[src/rtl/bcd_pkg.sv]
// Shared constants and helpers for the iterative binary-to-BCD converter.
// FSM encodings, BCD digit width, compile-time powers of ten and counter sizing.
package bcd_pkg;

  localparam int BCD_DIG_W = 4;

  typedef logic [0:0] state_t;
  localparam logic [0:0] ST_IDLE  = 1'b0;
  localparam logic [0:0] ST_SHIFT = 1'b1;

  // 34 bits holds 10^9 and any zero-extended 32-bit input without truncation.
  function automatic logic [33:0] pow10(input int n);
    logic [33:0] r;
    r = 34'd1;
    for (int i = 0; i < n; i++) begin
      r = r * 34'd10;
    end
    return r;
  endfunction

  function automatic int cnt_w(input int bin_w);
    return $clog2(bin_w) + 1;
  endfunction

endpackage

[src/rtl/bcd_add3.sv]
// Double-dabble digit correction: add 3 to a BCD digit of 5 or more before the shift.
module bcd_add3
  import bcd_pkg::*;
(
  input  logic [BCD_DIG_W-1:0] d,
  output logic [BCD_DIG_W-1:0] q
);

  assign q = (d >= 4'd5) ? d + 4'd3 : d;

endmodule

[src/rtl/bin2bcd_iter.sv]
// Sequential binary-to-BCD converter: one bit per cycle shift-add-3, with saturation
// on overflow and leading-zero digit enables for the display path.
//
// Handshake: ready=1 only in IDLE; start is accepted on the rising edge where
// start && ready, and data is captured on that same edge. valid is a one-cycle
// pulse BIN_W cycles later; bcd/overflow/digit_en hold until the next pulse.
module bin2bcd_iter
  import bcd_pkg::*;
#(
  parameter int BIN_W  = 20,
  parameter int DIGITS = 6
) (
  input  logic                  sys_clk,
  input  logic                  sys_rst,
  input  logic                  start,
  input  logic [BIN_W-1:0]      data,
  output logic                  ready,
  output logic                  valid,
  output logic [4*DIGITS-1:0]   bcd,
  output logic                  overflow,
  output logic [DIGITS-1:0]     digit_en
);

  localparam int WORK_W = BCD_DIG_W * DIGITS;
  localparam int CNT_W  = cnt_w(BIN_W);
  localparam logic [33:0]       LIMIT  = pow10(DIGITS);
  localparam logic [WORK_W-1:0] NINES  = {DIGITS{4'd9}};

  state_t              state_q, state_d;
  logic [BIN_W-1:0]    shift_q, shift_d;
  logic [WORK_W-1:0]   work_q, work_d;
  logic [CNT_W-1:0]    cnt_q, cnt_d;
  logic                ovf_q, ovf_d;
  logic [WORK_W-1:0]   bcd_q, bcd_d;
  logic                overflow_q, overflow_d;
  logic [DIGITS-1:0]   digit_en_q, digit_en_d;
  logic                valid_q, valid_d;

  logic [WORK_W-1:0]   work_adj;
  logic [WORK_W-1:0]   work_nxt;
  logic [BIN_W-1:0]    shift_nxt;
  logic [33:0]         data_ext;
  logic [DIGITS-1:0]   en_fin;
  logic                seen_nz;
  logic                last_bit;

  for (genvar g = 0; g < DIGITS; g++) begin : g_add3
    bcd_add3 u_add3 (
      .d (work_q[BCD_DIG_W*g +: BCD_DIG_W]),
      .q (work_adj[BCD_DIG_W*g +: BCD_DIG_W])
    );
  end

  // Carries out of the top digit fall off here; the input compare flags them.
  assign work_nxt  = {work_adj[WORK_W-2:0], shift_q[BIN_W-1]};
  assign shift_nxt = shift_q << 1;
  assign data_ext  = 34'(data);
  assign last_bit  = (cnt_q == CNT_W'(BIN_W - 1));

  // A digit is significant if it or any more-significant digit is nonzero.
  always_comb begin
    seen_nz = 1'b0;
    en_fin  = '0;
    for (int i = DIGITS - 1; i >= 0; i--) begin
      seen_nz   = seen_nz | (|work_nxt[BCD_DIG_W*i +: BCD_DIG_W]);
      en_fin[i] = seen_nz;
    end
    en_fin[0] = 1'b1;
  end

  always_comb begin
    state_d    = state_q;
    shift_d    = shift_q;
    work_d     = work_q;
    cnt_d      = cnt_q;
    ovf_d      = ovf_q;
    bcd_d      = bcd_q;
    overflow_d = overflow_q;
    digit_en_d = digit_en_q;
    valid_d    = 1'b0;
    case (state_q)
      ST_IDLE: begin
        if (start) begin
          shift_d = data;
          work_d  = '0;
          cnt_d   = '0;
          ovf_d   = (data_ext >= LIMIT);
          state_d = ST_SHIFT;
        end
      end
      ST_SHIFT: begin
        work_d  = work_nxt;
        shift_d = shift_nxt;
        cnt_d   = cnt_q + 1'b1;
        if (last_bit) begin
          bcd_d      = ovf_q ? NINES : work_nxt;
          overflow_d = ovf_q;
          digit_en_d = ovf_q ? {DIGITS{1'b1}} : en_fin;
          valid_d    = 1'b1;
          state_d    = ST_IDLE;
        end
      end
      default: state_d = ST_IDLE;
    endcase
  end

  always_ff @(posedge sys_clk or posedge sys_rst) begin
    if (sys_rst) begin
      state_q    <= ST_IDLE;
      shift_q    <= '0;
      work_q     <= '0;
      cnt_q      <= '0;
      ovf_q      <= 1'b0;
      bcd_q      <= '0;
      overflow_q <= 1'b0;
      digit_en_q <= {{(DIGITS-1){1'b0}}, 1'b1};
      valid_q    <= 1'b0;
    end else begin
      state_q    <= state_d;
      shift_q    <= shift_d;
      work_q     <= work_d;
      cnt_q      <= cnt_d;
      ovf_q      <= ovf_d;
      bcd_q      <= bcd_d;
      overflow_q <= overflow_d;
      digit_en_q <= digit_en_d;
      valid_q    <= valid_d;
    end
  end

  assign ready    = (state_q == ST_IDLE);
  assign valid    = valid_q;
  assign bcd      = bcd_q;
  assign overflow = overflow_q;
  assign digit_en = digit_en_q;

endmodule

[config.mk]
export PLATFORM = sky130hd
export DESIGN_NAME = bin2bcd_iter
export DESIGN_NICKNAME = d
export VERILOG_FILES = /design/src/rtl/bcd_pkg.sv /design/src/rtl/bcd_add3.sv /design/src/rtl/bin2bcd_iter.sv
export SDC_FILE = /design/constraint.sdc
export NUM_CORES = 1
export LEC_CHECK = 0
export BUFFER_PORTS_ARGS = -buffer_cell sky130_fd_sc_hd__clkbuf_2
export CORE_ASPECT_RATIO = 0.9
export CORE_MARGIN = 2
export CORE_UTILIZATION = 35
export CTS_CLUSTER_DIAMETER = 150
export DETAILED_ROUTE_END_ITERATION = 8
export SYNTH_ARGS = -nofsm -noshare
export SYNTH_HDL_FRONTEND = slang
export SYNTH_HIERARCHICAL = 1
export SYNTH_SLANG_ARGS = --single-unit
[constraint.sdc]
create_clock -name sys_clk -period 3.7 [get_ports sys_clk]
set_input_delay 0.555 -clock sys_clk [delete_from_list [all_inputs] [get_ports sys_clk]]
set_output_delay 0.555 -clock sys_clk [all_outputs]
set_load 0.02 [all_outputs]
==> results of run 1 <==
==> critical path: stages (launching register included) <==
cell      delay, ns
dfrtp_2        0.57
inv_1          0.52
clkbuf_2       0.29
==> state kept, by name, summed over array words and instances, names as in the netlist <==
name,count
bcd,24
state_q,1
shift_q,20
work_q,24
ovf_q,1
cnt_q,6
overflow,1
valid,1
digit_en,5
==> power breakdown <==
group          internal [W]  total (W)  switching [W]  leakage, nW
Combinational      0.000915    0.00215        0.00123         1.12
Sequential          0.00131    0.00166       0.000349         1.05
Clock              0.000541   0.000905       0.000364        0.148
Total               0.00277    0.00471        0.00194         2.32
==> area by class of cell <==
cell class	instances	area, sq um	share of cell area (%)
clock buffer	10	239.0	4.913
multi-input combinational	297	1907	39.20
timing repair buffer	61	322.8	6.636
tap	156	195.2	4.012
inverter	15	57.56	1.183
clock inverter	6	65.06	1.337
sequential	83	2078	42.72
==> stage by stage <==
stage | hold slack, ns | instance area [sq um] | power (W) | std cells | worst slack (ns)
after floorplan | 0.4492 | 4183 | 0.003215 | 420 | 1.008
final | 0.3932 | 4865 | 0.004712 | 628 | 1.421
after global placement | 0.4667 | 4561 | 0.003758 | 612 | 1.661
after CTS | 0.4564 | 4865 | 0.004751 | 628 | 1.422
after global routing | 0.4736 | 4865 | 0.005090 | 628 | 1.315
after detailed placement | 0.4707 | 4561 | 0.003825 | 612 | 1.591
==> worst max-delay path by stage <==
| stage | from | to | slack [ns] | depth (start not counted) |
|---|---|---|---|---|
| 3_5_place_dp | work_q[16] | digit_en[2] | 1.59 | 7 |
| 3_3_place_gp | state_q | bcd[21] | 1.66 | 4 |
| 5_1_grt | state_q | ready | 1.32 | 2 |
| 4_1_cts | state_q | ready | 1.42 | 2 |
| 2_1_floorplan | sys_rst | bcd[0] | 1.01 | 1 |
| 6_report | state_q | ready | 1.42 | 2 |
==> metal layers <==
metal | vias to the layer above | routed length (um)
met5 | - | 0
met4 | 0 | 75
met3 | 6 | 486
met2 | 90 | 4171
met1 | 1545 | 4492
li1 | 1531 | -
==> placed cells by master (no fill, tap or decap), types with 4 or more instances in the layout <==
| master | count |
|---|---|
| o21ai_1 | 5 |
| inv_1 | 14 |
| nor2_1 | 20 |
| clkbuf_16 | 9 |
| mux2i_1 | 26 |
| nand2b_1 | 12 |
| nor4_1 | 4 |
| nor2b_1 | 14 |
| clkbuf_2 | 54 |
| a21oi_1 | 29 |
| dfrtp_1 | 82 |
| buf_4 | 7 |
| a21oi_2 | 6 |
| a22o_1 | 12 |
| xnor2_1 | 7 |
| mux2_4 | 11 |
| nand2_1 | 72 |
| ha_1 | 13 |
| o21ai_0 | 39 |
==> run summary, run 1 <==
RSZ-0062 raised after global routing - false
Final setup vio count - 0
CTS tree - built
Fillcell total - 1122
Total CTS buffers - 9
R2r setup slk - 1.58 ns
Setup Total Neg Slack - 0 ns
Final Util - 42.20%
VDD IR max - 362.7 uV
Worst R2R End - digit_en[2]
# nets final - 503
Met1 GRT Util - 21.10%
Core area - 0.01153 sq mm
Hold-fix buffers, CTS - 0
Mapped Cells - 420
Final period utilization - 61.60%
YS warnings - 6
Post-DRT Antenna Nets - 0
Port buffer count - 54
Most used routing layer - met2
Max clock buf depth - 2
Root Buffer - clkbuf_16
Die area - 0.01284 sq mm
Min Tclk post-route - 2.279 ns
Die extent in x - 119.2 um
CTS Sinks - 83
Slew at the pin closest to its max-slew limit - 1.021 ns
M3 GR Usage - 4.608%
Via count - 3172
Area grow syn2layout - 16.30%
Max Clock Skew - 0.008206 ns
Die H - 107.7 um
Lkg Pwr - 2.319 nW
Worst Path Max Fanout - 25
# resized after CTS - 0
WL/cell - 14.69 um
Worst-path clk slew - 0.06 ns
Req. time, crit path - 3.14 ns
Met2 usage - 23.15%
Crit Path Class - flop to primary output
Post-DP HPWL - 6389 um
Diode count - 0
Starting density of the core - 36.29%
Vias in the first global route - 3158
Final Hold Fails - 0
Syn Area/Cell - 9.959 sq um
Max_slew headroom - 31.91%
Largest net degree at the start of global routing - 59
Worst Reg-to-Reg Cells - 7
Routed WL - 9226 um
Max Cap Violations - 0
First-pass GRT wire length - 15520 um
Vias per cell - 5.051
DRC - 0
Layout cells sized above 1 - 21.40%
Worst-skew pair later-pin latency - 0.34 ns
H-Tree Depth - 3
Slew Viols, Final - 0
Fmax - 0.4387 GHz
Cell Pwr Density - 968.5 mW/mm^2
GRT Util Overall - 15.34%
Worst EP arrival - 1.72 ns
Mapped cell area - 0.004183 sq mm
Initial antenna violation count - 0
I/O pin count - 56
Total grt overflow - 0
DR iter-0 viols - 171
Syn_nets - 456
GP Congestion - 0.7904
Status - finished clean
RR Startpoint - work_q[16]
Hold Crit Class - input port to async pin
Worst setup SP type - flop
Crit. End Element - primary output
Site Rows - 37
Postcts setup bufs - 0
1st-pass router iterations - 4
Note: power is estimated with default switching activity, not from simulation.
==> inputs of run 2 (changes only) <==
ABC_AREA = 1   (was unset)
clock period = 1.91 ns   (was 3.7 ns; I/O delays follow)
==> run 2 against run 1 <==
Routed wire length grew 1.7%; critical path depth up 9; core utilization is essentially flat; sequential cell count did not move; global-route usage fell by 0.093 points; die area up 1.9%; sequential share of layout area down 1.6 points; critical endpoint is now digit_en[2]; largest cell class unchanged; highest routed layer unchanged.
==> run summary, run 2 <==
Layout cells sized above 1 - 22.43%
Worst EP arrival - 2.06 ns
Setup Slack @ Placement - 0.1043 ns
Diode count - 0
VDD IR max - 515.7 uV
Largest net degree at the start of global routing - 84
WL/cell - 12.61 um
Worst R2R End - digit_en[2]
Commonest non-fill, non-tap cell in the layout - nand2_1
Syn_nets - 555
Via count - 3518
Fillcell total - 1229
Worst Path Max Fanout - 3
Most frequent CP cell - nand3_1
CTS tree - built
Vias per cell - 4.728
Core area - 0.01198 sq mm
GRT Util Overall - 15.25%
Worst-path clk slew - 0.06 ns
YS warnings - 6
RR Startpoint - work_q[21]
Port buffer count - 54
Min Tclk post-route - 1.844 ns
1st-pass router iterations - 4
Worst-path cell chain - inv_1, ha_1, nor2_4, o21ai_0, nand2_1, inv_1, nand3_1, nor2_2, nand3_1, nand2_2, nand3_1
Fmax - 0.5424 GHz
Root Buffer - clkbuf_16
Die H - 108.7 um
Worst setup margin - 0.06627 ns
Slew at the pin closest to its max-slew limit - 0.7589 ns
First-pass GRT wire length - 15780 um
Total CTS buffers - 9
Slew Viols, Final - 0
DRC - 0
Max Cap Violations - 0
Mapped Cells - 519
Routed WL - 9381 um
Status - finished clean
Buf/Inv on CP - 2
Post-DRT Antenna Nets - 0
Worst-skew pair later-pin latency - 0.34 ns
Max stage delay on crit path - 0.39 ns
Die extent in x - 120.3 um
Hold Crit Class - input port to async pin
Initial antenna violation count - 0
Worst setup SP type - flop
Final setup vio count - 0
Max Clock Skew - 0.006921 ns
Crit Path Class - flop to flop
Family with the most delay on the worst path - simple AND/OR/NAND/NOR gates
Site Rows - 38
Post-DP HPWL - 6597 um
DR iter-0 viols - 186
Final period utilization - 96.53%
Starting density of the core - 35.59%
Placed insts - 724
Req. time, crit path - 2.12 ns
Commonest cells after routing, fill and taps aside - nand2_1 (172), dfrtp_1 (83), inv_1 (64), clkbuf_2 (54), o21ai_0 (37)
Final Hold Fails - 0
R2r setup slk - 0.07 ns
Lkg Pwr - 2.592 nW
Mapped cell area - 0.004264 sq mm
Die area - 0.01308 sq mm
H-Tree Depth - 3
Max clock buf depth - 2
Area grow syn2layout - 18.46%
Crit. End Element - flop
# nets final - 615
Final std cells w/o fill - 744
Syn Area/Cell - 8.216 sq um
GP Congestion - 0.9196
Cell Pwr Density - 1748 mW/mm^2
I/O pin count - 56
Setup crit start - work_q[21]
Total grt overflow - 0
CTS Sinks - 83
Vias in the first global route - 3285
Worst Reg-to-Reg Cells - 11
Max_slew headroom - 49.33%
Worst path slowest cell - dfrtp_1
run 2: worst max-delay path by stage:
stage,to,slack [ns],depth (start not counted)
2_1_floorplan,digit_en[2],0.34,12
3_3_place_gp,digit_en[1],0.18,12
3_5_place_dp,digit_en[2],0.10,12
4_1_cts,digit_en[2],0.09,12
5_1_grt,digit_en[2],-0.05,12
6_report,digit_en[2],0.07,11
run 2: area by class of cell:
cell class | instances | area, sq um | area share [%]
flip-flops and latches | 83 | 2077 | 41.12
multi-input cells | 347 | 1817 | 35.97
repair buffers | 65 | 365.4 | 7.233
inverters | 73 | 277.8 | 5.499
clock buffers | 12 | 266.5 | 5.276
well taps | 160 | 200.2 | 3.963
clock inverters | 4 | 47.55 | 0.9413
run 2: worst reg2reg max path, stage by stage, from the launching register on:
cell and delay [ns]:
dfrtp_1 0.39, inv_1 0.09, ha_1 0.22, nor2_4 0.07
o21ai_0 0.20, nand2_1 0.12, inv_1 0.09, nand3_1 0.10
nor2_2 0.17, nand3_1 0.10, nand2_2 0.09, nand3_1 0.09
run 2: timing repair:
item                       4_1_cts  5_1_grt
hold buffers                     0        0
gates resized for setup          0        6
buffers inserted                 0        4
setup endpoints to repair        0        3
run 2: power breakdown:
group	internal, W	leakage, nW	switching (W)
clock	0.00111	0.155	0.000671
combinational	0.00146	1.38	0.00251
sequential	0.00249	1.06	0.000589
run 2: per-layer routing:
layer	vias to the layer above	global-route usage (%)	part of all wire [%]
li1	1744	-	-
met1	1671	20.16	46
met2	92	24.23	46
met3	11	3.975	5.7
met4	0	5.731	1.6
met5	-	0	0
run 2: through the flow:
stage	setup TNS (ns)	hold WS (ns)	area, sq um	util, %	total power, W
floorplan	0	0.4194	4268	-	0.005929
global placement	0	0.4428	4692	39.16	0.006797
detailed placement	0	0.4444	4692	39.16	0.006961
CTS	0	0.07921	5006	41.78	0.008786
global route	-0.06725	0.1011	5051	42.16	0.009562
finish	0	0.06344	5051	42.16	0.008830
